`config.mk`:
```
export PLATFORM = sky130hd
export DESIGN_NAME = dds_sweep_ctrl
export DESIGN_NICKNAME = d
export VERILOG_FILES = /design/src/rtl/dds_sweep_ctrl.sv
export SDC_FILE = /design/constraint.sdc
export NUM_CORES = 1
export LEC_CHECK = 0
export CAP_MARGIN = 20
export CORE_MARGIN = 10
export CORE_UTILIZATION = 50
export DETAILED_ROUTE_END_ITERATION = 6
export GPL_TIMING_DRIVEN = 0
export PLACE_DENSITY = 0.74
export SKIP_CTS_REPAIR_TIMING = 1
export SYNTH_ARGS = -nofsm -noshare
export SYNTH_HDL_FRONTEND = slang
export SYNTH_SLANG_ARGS = --single-unit
export TNS_END_PERCENT = 20
```
`constraint.sdc`:
```
create_clock -name clk -period 5.95 [get_ports clk]
set_input_delay 0.8925 -clock clk [delete_from_list [all_inputs] [get_ports clk]]
set_output_delay 0.8925 -clock clk [all_outputs]
set_load 0.005 [all_outputs]
```
`src/rtl/dds_sweep_ctrl.sv`:
```
`default_nettype none
// ============================================================================
// Module      : dds_sweep_ctrl
// Description : Frequency-sweep sequencer for the dds core. Steps the freq
//               tuning word from a start value to an inclusive stop value,
//               holding each value for dwell+1 cycles. Supports single-shot,
//               repeating sawtooth and triangle sweeps.
// Revision    : 1.0 - initial release
// ============================================================================
module dds_sweep_ctrl #(
  parameter int W       = 32,
  parameter int DWELL_W = 16
) (
  input  logic               clk,
  input  logic               rst_n,
  input  logic               start,
  input  logic               abort,
  input  logic [W-1:0]       cfg_ifreq,
  input  logic [W-1:0]       cfg_f_start,
  input  logic [W-1:0]       cfg_f_stop,
  input  logic [W-1:0]       cfg_f_step,
  input  logic [DWELL_W-1:0] cfg_dwell,
  input  logic [1:0]         cfg_mode,
  output logic [W-1:0]       ifreq,
  output logic [W-1:0]       freq,
  output logic               freq_upd,
  output logic               busy,
  output logic               done,
  output logic               err
);

  typedef enum logic [1:0] {
    S_IDLE   = 2'd0,
    S_DWELL  = 2'd1,
    S_FINISH = 2'd2
  } state_t;

  localparam logic [1:0] c_MODE_SAW = 2'd1;
  localparam logic [1:0] c_MODE_TRI = 2'd2;

  state_t             r_state, w_state;
  logic               r_dir, w_dir;          // 0 = ramping up, 1 = ramping down
  logic [DWELL_W-1:0] r_cnt, w_cnt;
  logic [W-1:0]       r_f_start, w_f_start;
  logic [W-1:0]       r_f_stop, w_f_stop;
  logic [W-1:0]       r_f_step, w_f_step;
  logic [DWELL_W-1:0] r_dwell, w_dwell;
  logic [1:0]         r_mode, w_mode;
  logic [W-1:0]       w_freq, w_ifreq;
  logic               w_freq_upd, w_busy, w_done, w_err;

  // Both candidate next values are kept one bit wider so carry/borrow show
  // up as the MSB; the triangle turnaround reuses the opposite direction.
  logic [W:0] w_sum, w_diff;
  logic       w_up_end, w_dn_end, w_cfg_bad;

  assign w_sum     = {1'b0, freq} + {1'b0, r_f_step};
  assign w_diff    = {1'b0, freq} - {1'b0, r_f_step};
  assign w_up_end  = w_sum[W]  || (w_sum[W-1:0]  > r_f_stop);
  assign w_dn_end  = w_diff[W] || (w_diff[W-1:0] < r_f_start);
  assign w_cfg_bad = (cfg_f_step == {W{1'b0}}) || (cfg_f_start > cfg_f_stop);

  // State and all outputs/latched configuration are registered here.
  always_ff @(posedge clk or negedge rst_n) begin
    if (!rst_n) begin
      r_state   <= S_IDLE;
      r_dir     <= 1'b0;
      r_cnt     <= '0;
      r_f_start <= '0;
      r_f_stop  <= '0;
      r_f_step  <= '0;
      r_dwell   <= '0;
      r_mode    <= '0;
      freq      <= '0;
      ifreq     <= '0;
      freq_upd  <= 1'b0;
      busy      <= 1'b0;
      done      <= 1'b0;
      err       <= 1'b0;
    end else begin
      r_state   <= w_state;
      r_dir     <= w_dir;
      r_cnt     <= w_cnt;
      r_f_start <= w_f_start;
      r_f_stop  <= w_f_stop;
      r_f_step  <= w_f_step;
      r_dwell   <= w_dwell;
      r_mode    <= w_mode;
      freq      <= w_freq;
      ifreq     <= w_ifreq;
      freq_upd  <= w_freq_upd;
      busy      <= w_busy;
      done      <= w_done;
      err       <= w_err;
    end
  end

  // Next-state and next-output decode; strobes default low every cycle.
  always_comb begin
    w_state    = r_state;
    w_dir      = r_dir;
    w_cnt      = r_cnt;
    w_f_start  = r_f_start;
    w_f_stop   = r_f_stop;
    w_f_step   = r_f_step;
    w_dwell    = r_dwell;
    w_mode     = r_mode;
    w_freq     = freq;
    w_ifreq    = ifreq;
    w_freq_upd = 1'b0;
    w_busy     = busy;
    w_done     = 1'b0;
    w_err      = 1'b0;

    case (r_state)
      S_IDLE: begin
        w_busy = 1'b0;
        if (abort) begin
          w_state = S_IDLE;
        end else if (start) begin
          if (w_cfg_bad) begin
            w_done = 1'b1;
            w_err  = 1'b1;
          end else begin
            w_f_start  = cfg_f_start;
            w_f_stop   = cfg_f_stop;
            w_f_step   = cfg_f_step;
            w_dwell    = cfg_dwell;
            w_mode     = cfg_mode;
            w_freq     = cfg_f_start;
            w_ifreq    = cfg_ifreq;
            w_freq_upd = 1'b1;
            w_busy     = 1'b1;
            w_dir      = 1'b0;
            w_cnt      = cfg_dwell;
            w_state    = S_DWELL;
          end
        end
      end

      S_DWELL: begin
        if (abort) begin
          w_busy  = 1'b0;
          w_state = S_IDLE;
        end else if (r_cnt != {DWELL_W{1'b0}}) begin
          w_cnt = r_cnt - DWELL_W'(1);
        end else if (!r_dir && !w_up_end) begin
          w_freq     = w_sum[W-1:0];
          w_freq_upd = 1'b1;
          w_cnt      = r_dwell;
        end else if (r_dir && !w_dn_end) begin
          w_freq     = w_diff[W-1:0];
          w_freq_upd = 1'b1;
          w_cnt      = r_dwell;
        end else begin
          // End of ramp in the current direction.
          case (r_mode)
            c_MODE_SAW: begin
              w_freq     = r_f_start;
              w_freq_upd = 1'b1;
              w_cnt      = r_dwell;
            end
            c_MODE_TRI: begin
              // Reverse; step back only if that stays inside the window.
              w_dir      = ~r_dir;
              w_freq_upd = 1'b1;
              w_cnt      = r_dwell;
              if (!r_dir) begin
                if (!w_dn_end) w_freq = w_diff[W-1:0];
              end else begin
                if (!w_up_end) w_freq = w_sum[W-1:0];
              end
            end
            default: begin
              w_busy  = 1'b0;
              w_done  = 1'b1;
              w_state = S_FINISH;
            end
          endcase
        end
      end

      S_FINISH: begin
        w_busy  = 1'b0;
        w_state = S_IDLE;
      end

      default: begin
        w_busy  = 1'b0;
        w_state = S_IDLE;
      end
    endcase
  end

endmodule
`default_nettype wire
```
==> out/metrics.cfg, run 1 <==
[logic_synthesis]
ys_ff_latch=201
synth_cell_types=87
ys_seq_area_frac=0.330
synthesis.area_um2=15300
postSynthAreaPerCell_um2=8.43
synth_top_area_frac=0.330
yosysTopAreaCell=dfrtp_1
syn_nets=2124
synth-async-reset-ratio=1.00
ys_warn_count=0
synthTopCellsByArea=dfrtp_1 (33%), ha_1 (13%), o21ai_0 (5.5%)
synthCells=1810
synth_edf_count=0
synthFlopType=dfrtp_1

[timing]
hold_ws_ns=0.341
fin_tns_setup_ns=-4.96
grt_setup_unrepaired=true
timing.final.ws_setup_ns=-0.228
finalCritPeriodShare=1.04
max_freq_mhz=162
final_max_slew_viol_count=0
hold_violations=0
fin_crit_ns=6.18
skew_ns=0.0191
setup_viol=35
max_slew_margin=0.372
tightest_slew_ns=0.942

[clock_tree]
cts_tree=built
cts_buffers=26
clkTransAtPathRegs_ns=0.07
cts-root-buf=clkbuf_16
clock_sinks=201
htree_num_levels=1
cts_buffer_depth=3
worstSkewPairLatency_ns=0.57

[pwr]
power.share.clock=0.123
p_per_area_nw_per_um2=676
p_switching_mw=6.82
seqPwrFrac=0.168
max-vdd-ir-drop_v=0.000365
power_mw=13.3
p_int_mw=6.47
p_comb_frac=0.710
power_leakage_nw=8.50
switching_share=0.513

[placement]
gp_congestion=0.989
place_area_um2=17900
portBuffers=217
dp_hpwl_um=47400

[routing]
drt_iter0_markers=1570
firstDrtPassIters=5
wire_per_inst_um=24.9
via_per_inst=6.26
routed-via-count=15600
drc=0
postRouteAntennaNets=0
totalWireLength_um=62100

[final_layout]
utilization=0.658
final_cell_mix=clkdlybuf4s50_1 (216), dfrtp_1 (195), nand2_1 (191)
syn_to_final_growth_pct=28.9
drive_gt1_frac=0.122
fin_nets=2397
layout_commonest_cell=clkdlybuf4s50_1
n_antenna_cell=0
stdcell_area_um2=19700

[global_route]
grt_pass1_wl_um=91700
grtUsageTotal=0.305
grt_pass1_vias=15200
antenna_found_initial=2
grt_max_degree=106
grt_overflow=0

[run_status]
violations=setup timing
status=finished, violations left

[floorplan]
num_io_pins=218
die_h_um=195
start_util=0.511
dieArea_um2=37900
rows=63
die_w_um=195
coreArea_um2=29900

[critical_path]
cp-start-kind=flip-flop
crit_fanout=10
cp.arrival_ns=6.63
endpoint_kind=flip-flop
crit_type=reg2reg
worstPathRequired_ns=6.41

[hold_path]
min_path_type=in2async

[flow_run]
cap_violations=0

## registers in the layout (all words and copies together), names as in the netlist, 2 cells and up
signal and flops:
freq 32, ifreq 32, r_f_start 32, r_f_step 32, r_f_stop 32, r_cnt 16, r_dwell 16, r_mode 2
r_state 2
## synth_stat cells, drive strengths merged (23+ instances only)
cell	instances
dfrtp	201
nand2	195
o21ai	189
inv	175
ha	162
a21oi	134
nor2	117
clkbuf	56
mux2	54
xnor2	52
nor3	35
buf	32
nor4	30
a21o	24
nand4	23
## routing by layer
layer | up-vias | global-route usage | wire length, um
li1 | 7044 | - | -
met1 | 7551 | 0.394 | 25000
met2 | 834 | 0.486 | 28300
met3 | 150 | 0.0638 | 6010
met4 | 2 | 0.125 | 2870
met5 | - | 0 | 13
## worst max-delay path: stages, from the launching register on
cell and delay (ns):
dfrtp_2 0.45, ha_2 0.21, fa_2 0.36, nor2b_1 0.18, o221ai_4 0.28, a211oi_4 0.11
or4b_2 0.66, a21oi_4 0.18, xnor2_1 0.21, ha_1 0.40, nand4_1 0.17, nor4bb_2 0.69
nand2_1 0.17, a22oi_2 0.24, nand3_2 0.17, or4_1 0.75, o21ai_4 0.26, buf_6 0.25
a221oi_1 0.10, o21ai_0 0.12, a21oi_1 0.08
## power groups by stage
stage | sequential, mW | combinational [mW] | clock (mW)
after floorplan | 2.11 | 5.29 | 0
after global placement | 2.20 | 7.99 | 0
after detailed placement | 2.22 | 8.11 | 0
after CTS | 2.20 | 8.18 | 1.63
after global routing | 2.27 | 10.1 | 1.69
final | 2.23 | 9.43 | 1.63
## area by class of cell
class                           instances  area [um^2]
Timing Repair Buffer                  247         2460
Clock inverter                          5          100
Buffer                                 86          453
Fill cell                            2533        10200
Inverter                              180          678
Multi-Input combinational cell       1341         9680
Clock buffer                           40          763
Sequential cell                       201         5040
Tap cell                              390          488
## path summary, 6_finish.rpt
path	slack, ns	cells past startpoint	startpoint	end
hold / removal	0.34	1	rst_n	r_f_step[6]$_DFFE_PN0P_
setup reg to reg	-0.23	20	freq[0]$_DFFE_PN0P_	freq[28]$_DFFE_PN0P_
hold reg to reg	0.50	1	ifreq[1]$_DFFE_PN0P_	ifreq[1]$_DFFE_PN0P_
max in group asynchronous	4.54	2	rst_n	r_cnt[6]$_DFFE_PN0P_
setup / recovery	-0.23	20	freq[0]$_DFFE_PN0P_	freq[28]$_DFFE_PN0P_
min in group clk	0.50	1	ifreq[1]$_DFFE_PN0P_	ifreq[1]$_DFFE_PN0P_
## per-stage QoR
step,instances,setup WS [ns]
floorplan,1810,0.550
global placement,2417,-5.17
detailed placement,2418,-1.52
CTS,2463,-1.60
global route,2490,-0.406
finish,2490,-0.228
## cells by family after synthesis
group,count (synthesis),synth area share
flip-flops,201,0.330
buffers and inverters,268,0.0691
AND/OR/NAND/NOR,503,0.158
XOR/XNOR,59,0.0339
adder cells (fa/ha/maj),164,0.135
multiplexers,59,0.0431
AO/OA/AOI/OAI,556,0.230
Note: power is estimated with default switching activity, not from simulation.
==> run 2: changes to the inputs <==
--- a/config.mk
+++ b/config.mk
@@ -9,6 +9,8 @@
 export CORE_MARGIN = 10
 export CORE_UTILIZATION = 50
+export CTS_CLUSTER_DIAMETER = 50
 export DETAILED_ROUTE_END_ITERATION = 6
 export GPL_TIMING_DRIVEN = 0
+export HOLD_SLACK_MARGIN = 0.08
 export PLACE_DENSITY = 0.74
 export SKIP_CTS_REPAIR_TIMING = 1
==> constraint.sdc (replaced) <==
create_clock -name clk -period 5.95 [get_ports clk]
set_input_delay 1.19 -clock clk [delete_from_list [all_inputs] [get_ports clk]]
set_output_delay 1.19 -clock clk [all_outputs]
set_load 0.005 [all_outputs]
==> out/metrics.cfg, run 2 (synthesis results as in run 1) <==
[timing]
setup_viol=24
finalCritPeriodShare=1.03
skew_ns=0.0243
timing.final.ws_setup_ns=-0.151
hold_violations=0
grt_setup_unrepaired=true
final_max_slew_viol_count=0
max_freq_mhz=164
max_slew_margin=0.370
fin_crit_ns=6.10
tightest_slew_ns=0.945

[routing]
totalWireLength_um=62400
drt_iter0_markers=1774
postRouteAntennaNets=0
routed-via-count=15700
firstDrtPassIters=5
wire_per_inst_um=24.9
via_per_inst=6.27
drc=0

[critical_path]
slowest_stage=or4_1
worstPathRequired_ns=6.42
cp-start-kind=flip-flop
endpoint_kind=flip-flop
ff2ff_path_depth=23
crit_family=simple AND/OR/NAND/NOR gates
cp.arrival_ns=6.57
slowest_delay_ns=0.78
crit_fanout=10
reg2reg_from=freq[5]$_DFFE_PN0P_
path_cells=ha_1 > buf_2 > nor2_1 > o221ai_4 > a211oi_4 > buf_12 > nor2_1 > o21ai_0 > a21oi_1 > xnor2_1 > ha_1 > and4_1 > nor4bb_4 > nand2_1 > buf_4 > nand2_1 > nor2_2 > or4_1 > o21ai_4 > buf_6 > a221oi_1 > o21ai_0 > a21oi_1
r2r_end=freq[28]$_DFFE_PN0P_
path_buf_inv=4
crit_type=reg2reg
reg2reg_slack_ns=-0.15

[pwr]
p_per_area_nw_per_um2=682
power_leakage_nw=8.61
max-vdd-ir-drop_v=0.000379

[final_layout]
syn_to_final_growth_pct=30.1
fin_nets=2406
final_cell_mix=clkdlybuf4s50_1 (216), dfrtp_1 (195), nand2_1 (193)
drive_gt1_frac=0.129
stdcell_count=2505
layout_commonest_cell=clkdlybuf4s50_1

[global_route]
grtUsageTotal=0.307
antenna_found_initial=1
grt_max_degree=106
grt_overflow=0
grt_pass1_wl_um=92100
grt_pass1_vias=15200

[clock_tree]
worstSkewPairLatency_ns=0.60
cts_buffers=31
cts_buffer_depth=3
htree_num_levels=1
clkTransAtPathRegs_ns=0.06
cts-root-buf=clkbuf_16
cts_tree=built
clock_sinks=201

[placement]
dp_slack_ns=-1.52
dp_hpwl_um=47400
portBuffers=217
gp_congestion=0.989
placedCellCount=2418

[floorplan]
rows=63
start_util=0.511
num_io_pins=218
coreArea_um2=29900
dieArea_um2=37900
die_h_um=195
die_w_um=195

[hold_path]
hold-path-endpoint=ifreq[1]$_DFFE_PN0P_
hp-start=ifreq[1]$_DFFE_PN0P_
whs_path_depth=1
min_path_type=reg2reg

[run_status]
status=finished, violations left
violations=setup timing

[flow_run]
cap_violations=0

## run 2: changes by cell type in the layout (fill, tap and decap cells not counted), sizes merged
cell and change:
buf +7, clkbuf -7, clkinvlp +5, inv +5, clkinv +3, bufinv +1, diode +1
## run 2: routing by layer
layer  global-route usage  vias to the layer above  part of all wire
met3               0.0661                      180             0.092
met4                0.134                        0             0.052
met1                0.395                     7652              0.40
met2                0.487                      815              0.45
met5                    0                        -                 0
li1                     -                     7069                 -
## run 2: power breakdown
part,leakage [nW],switching (mW),total [mW],internal [mW]
clock network,0.495,0.758,1.87,1.12
logic,5.68,5.75,9.44,3.70
registers,2.44,0.404,2.22,1.82
total,8.61,6.91,13.5,6.63
## run 2: how the worst max path moves through the flow
stage | startpoint | endpoint | slack, ns | depth (start not counted)
3_5_place_dp | freq[0]$_DFFE_PN0P_ | freq[15]$_DFFE_PN0P_ | -1.52 | 24
3_3_place_gp | rst_n | ifreq[12]$_DFFE_PN0P_ | -5.47 | 1
6_report | freq[5]$_DFFE_PN0P_ | freq[28]$_DFFE_PN0P_ | -0.15 | 23
4_1_cts | freq[0]$_DFFE_PN0P_ | freq[15]$_DFFE_PN0P_ | -1.65 | 24
5_1_grt | r_f_step[1]$_DFFE_PN0P_ | freq[15]$_DFFE_PN0P_ | -0.35 | 23
2_1_floorplan | freq[7]$_DFFE_PN0P_ | freq[15]$_DFFE_PN0P_ | 0.55 | 21
## run 2: cell type report
class | count | area, um^2
sequential | 201 | 5040
clock inverter | 19 | 216
inverter | 180 | 676
antenna | 1 | 2.50
multi-input combinational | 1341 | 9670
buffer | 86 | 455
clock buffer | 36 | 815
tap | 390 | 488
fill | 2503 | 10000
timing repair buffer | 251 | 2490
## run 2: per-stage QoR
stage	util	setup TNS, ns	total power [mW]	hold WS, ns	cell area, um^2
5_1_grt	0.664	-9.30	14.3	0.525	19800
3_3_place_gp	0.600	-1160.65	10.2	0.488	17900
2_1_floorplan	-	0	7.40	0.472	15300
3_5_place_dp	0.601	-66.68	10.3	0.495	17900
6_report	0.664	-1.81	13.5	0.504	19900
4_1_cts	0.635	-72.57	12.3	0.508	19000
==> run 3: changes to the inputs <==
Settings changed: RECOVER_POWER set to 100.
==> out/metrics.cfg, run 3 (synthesis results as in run 1) <==
[clock_tree]
htree_num_levels=1
cts_tree=built
cts_buffer_depth=3
cts-root-buf=clkbuf_16
clock_sinks=201
clkTransAtPathRegs_ns=0.06
cts_buffers=31
worstSkewPairLatency_ns=0.60

[placement]
gp_congestion=0.989
dp_slack_ns=-1.52
portBuffers=217
dp_hpwl_um=47400

[floorplan]
start_util=0.511
rows=63
coreArea_um2=29900
dieArea_um2=37900
die_w_um=195
num_io_pins=218
die_h_um=195

[hold_path]
hold-path-endpoint=ifreq[1]$_DFFE_PN0P_
min_path_type=reg2reg
hp-start=ifreq[1]$_DFFE_PN0P_
whs_path_depth=1

[critical_path]
crit_top_cell=buf_6
slowest_delay_ns=0.74
endpoint_kind=flip-flop
cp.arrival_ns=6.56
reg2reg_from=freq[9]$_DFFE_PN0P_
worstPathRequired_ns=6.42
path_cells=ha_4 > buf_6 > nor4_4 > and3_1 > a311o_2 > o31ai_4 > or3_4 > and4_4 > o31a_1 > xor2_2 > ha_1 > nand4_1 > buf_6 > nor4bb_4 > nand2_1 > a22oi_2 > nand3_2 > or4_1 > o21ai_4 > buf_6 > a221oi_1 > o21ai_0 > a21oi_1
slowest_stage=or4_1
crit_fanout=10
ff2ff_path_depth=23
crit_type=reg2reg
cp-start-kind=flip-flop
reg2reg_slack_ns=-0.14
r2r_end=freq[28]$_DFFE_PN0P_

[routing]
postRouteAntennaNets=0
drc=0
wire_per_inst_um=24.9
totalWireLength_um=62300
routed-via-count=15700
via_per_inst=6.27
firstDrtPassIters=6
drt_iter0_markers=1666

[pwr]
seqPwrFrac=0.164
switching_share=0.513
p_per_area_nw_per_um2=681
p_switching_mw=6.92
power.share.clock=0.139
p_int_mw=6.57
power_leakage_nw=8.65
p_comb_frac=0.697
max-vdd-ir-drop_v=0.000381

[timing]
setup_viol=24
hold_ws_ns=0.495
grt_setup_unrepaired=true
fin_crit_ns=6.09
skew_ns=0.0200
tightest_slew_ns=2.74
finalCritPeriodShare=1.02
max_slew_margin=-0.823
fin_tns_setup_ns=-1.33
timing.final.ws_setup_ns=-0.142
max_freq_mhz=164
hold_violations=0
final_max_slew_viol_count=97

[global_route]
grt_pass1_vias=15200
antenna_found_initial=1
grt_pass1_wl_um=92100
grt_max_degree=106
grt_overflow=0
grtUsageTotal=0.307

[final_layout]
drive_gt1_frac=0.127
fin_nets=2406
layout_commonest_cell=dfrtp_1
syn_to_final_growth_pct=30.0
nFillCells=2503
final_cell_mix=dfrtp_1 (197), nand2_1 (193), inv_1 (171)

[flow_run]
cap_violations=1

[run_status]
violations=capacitance limit, slew limit, setup timing
status=finished, violations left

==> run 3: how the worst max path moves through the flow <==
stage                                  from               endpoint  slack (ns)
finish                  freq[9]$_DFFE_PN0P_   freq[28]$_DFFE_PN0P_       -0.14
global route        r_f_step[1]$_DFFE_PN0P_   freq[15]$_DFFE_PN0P_       -0.35
CTS                     freq[0]$_DFFE_PN0P_   freq[15]$_DFFE_PN0P_       -1.65
detailed placement      freq[0]$_DFFE_PN0P_   freq[15]$_DFFE_PN0P_       -1.52
global placement                      rst_n  ifreq[12]$_DFFE_PN0P_       -5.47
floorplan               freq[7]$_DFFE_PN0P_   freq[15]$_DFFE_PN0P_        0.55
==> run 3: critical path, delay by kind of cell, from the launching register on <==
kind | cells | cell delay (ns)
AO/OA/AOI/OAI | 8 | 1.49
XOR/XNOR | 1 | 0.17
adder cells (fa/ha/maj) | 2 | 0.61
buffers and inverters | 3 | 0.54
flip-flops | 1 | 0.47
AND/OR/NAND/NOR | 9 | 2.65
==> run 3: cell type report <==
class / instances / area (um^2) / share of cell area
Multi-Input combinational cell: 1341 / 9670 / 0.488
Sequential cell: 201 / 5030 / 0.254
Timing Repair Buffer: 251 / 2480 / 0.125
Clock buffer: 36 / 815 / 0.0411
Inverter: 180 / 676 / 0.0341
Tap cell: 390 / 488 / 0.0246
Buffer: 86 / 454 / 0.0229
Clock inverter: 19 / 216 / 0.0109
Antenna cell: 1 / 2.50 / 0.000126
==> run 3: per-stage QoR <==
stage | power [mW] | instance area [um^2] | utilization | instances
6_report | 13.5 | 19800 | 0.664 | 2505
5_1_grt | 14.3 | 19800 | 0.664 | 2504
4_1_cts | 12.3 | 19000 | 0.635 | 2473
3_5_place_dp | 10.3 | 17900 | 0.601 | 2418
3_3_place_gp | 10.2 | 17900 | 0.600 | 2417
2_1_floorplan | 7.40 | 15300 | - | 1810
==> run 3: routing by layer <==
| metal | wire length, um | global-route usage | up-vias |
|---|---|---|---|
| li1 | - | - | 7062 |
| met1 | 24900 | 0.395 | 7615 |
| met3 | 5910 | 0.0661 | 192 |
| met4 | 3250 | 0.134 | 0 |
| met5 | 0 | 0 | - |
| met2 | 28200 | 0.487 | 840 |
==> run 3: power groups by stage <==
stage | clock, mW | sequential, mW | combinational (mW)
2_1_floorplan | 0 | 2.11 | 5.29
5_1_grt | 1.94 | 2.26 | 10.1
3_3_place_gp | 0 | 2.20 | 7.99
4_1_cts | 1.87 | 2.20 | 8.19
6_report | 1.87 | 2.22 | 9.41
3_5_place_dp | 0 | 2.22 | 8.11
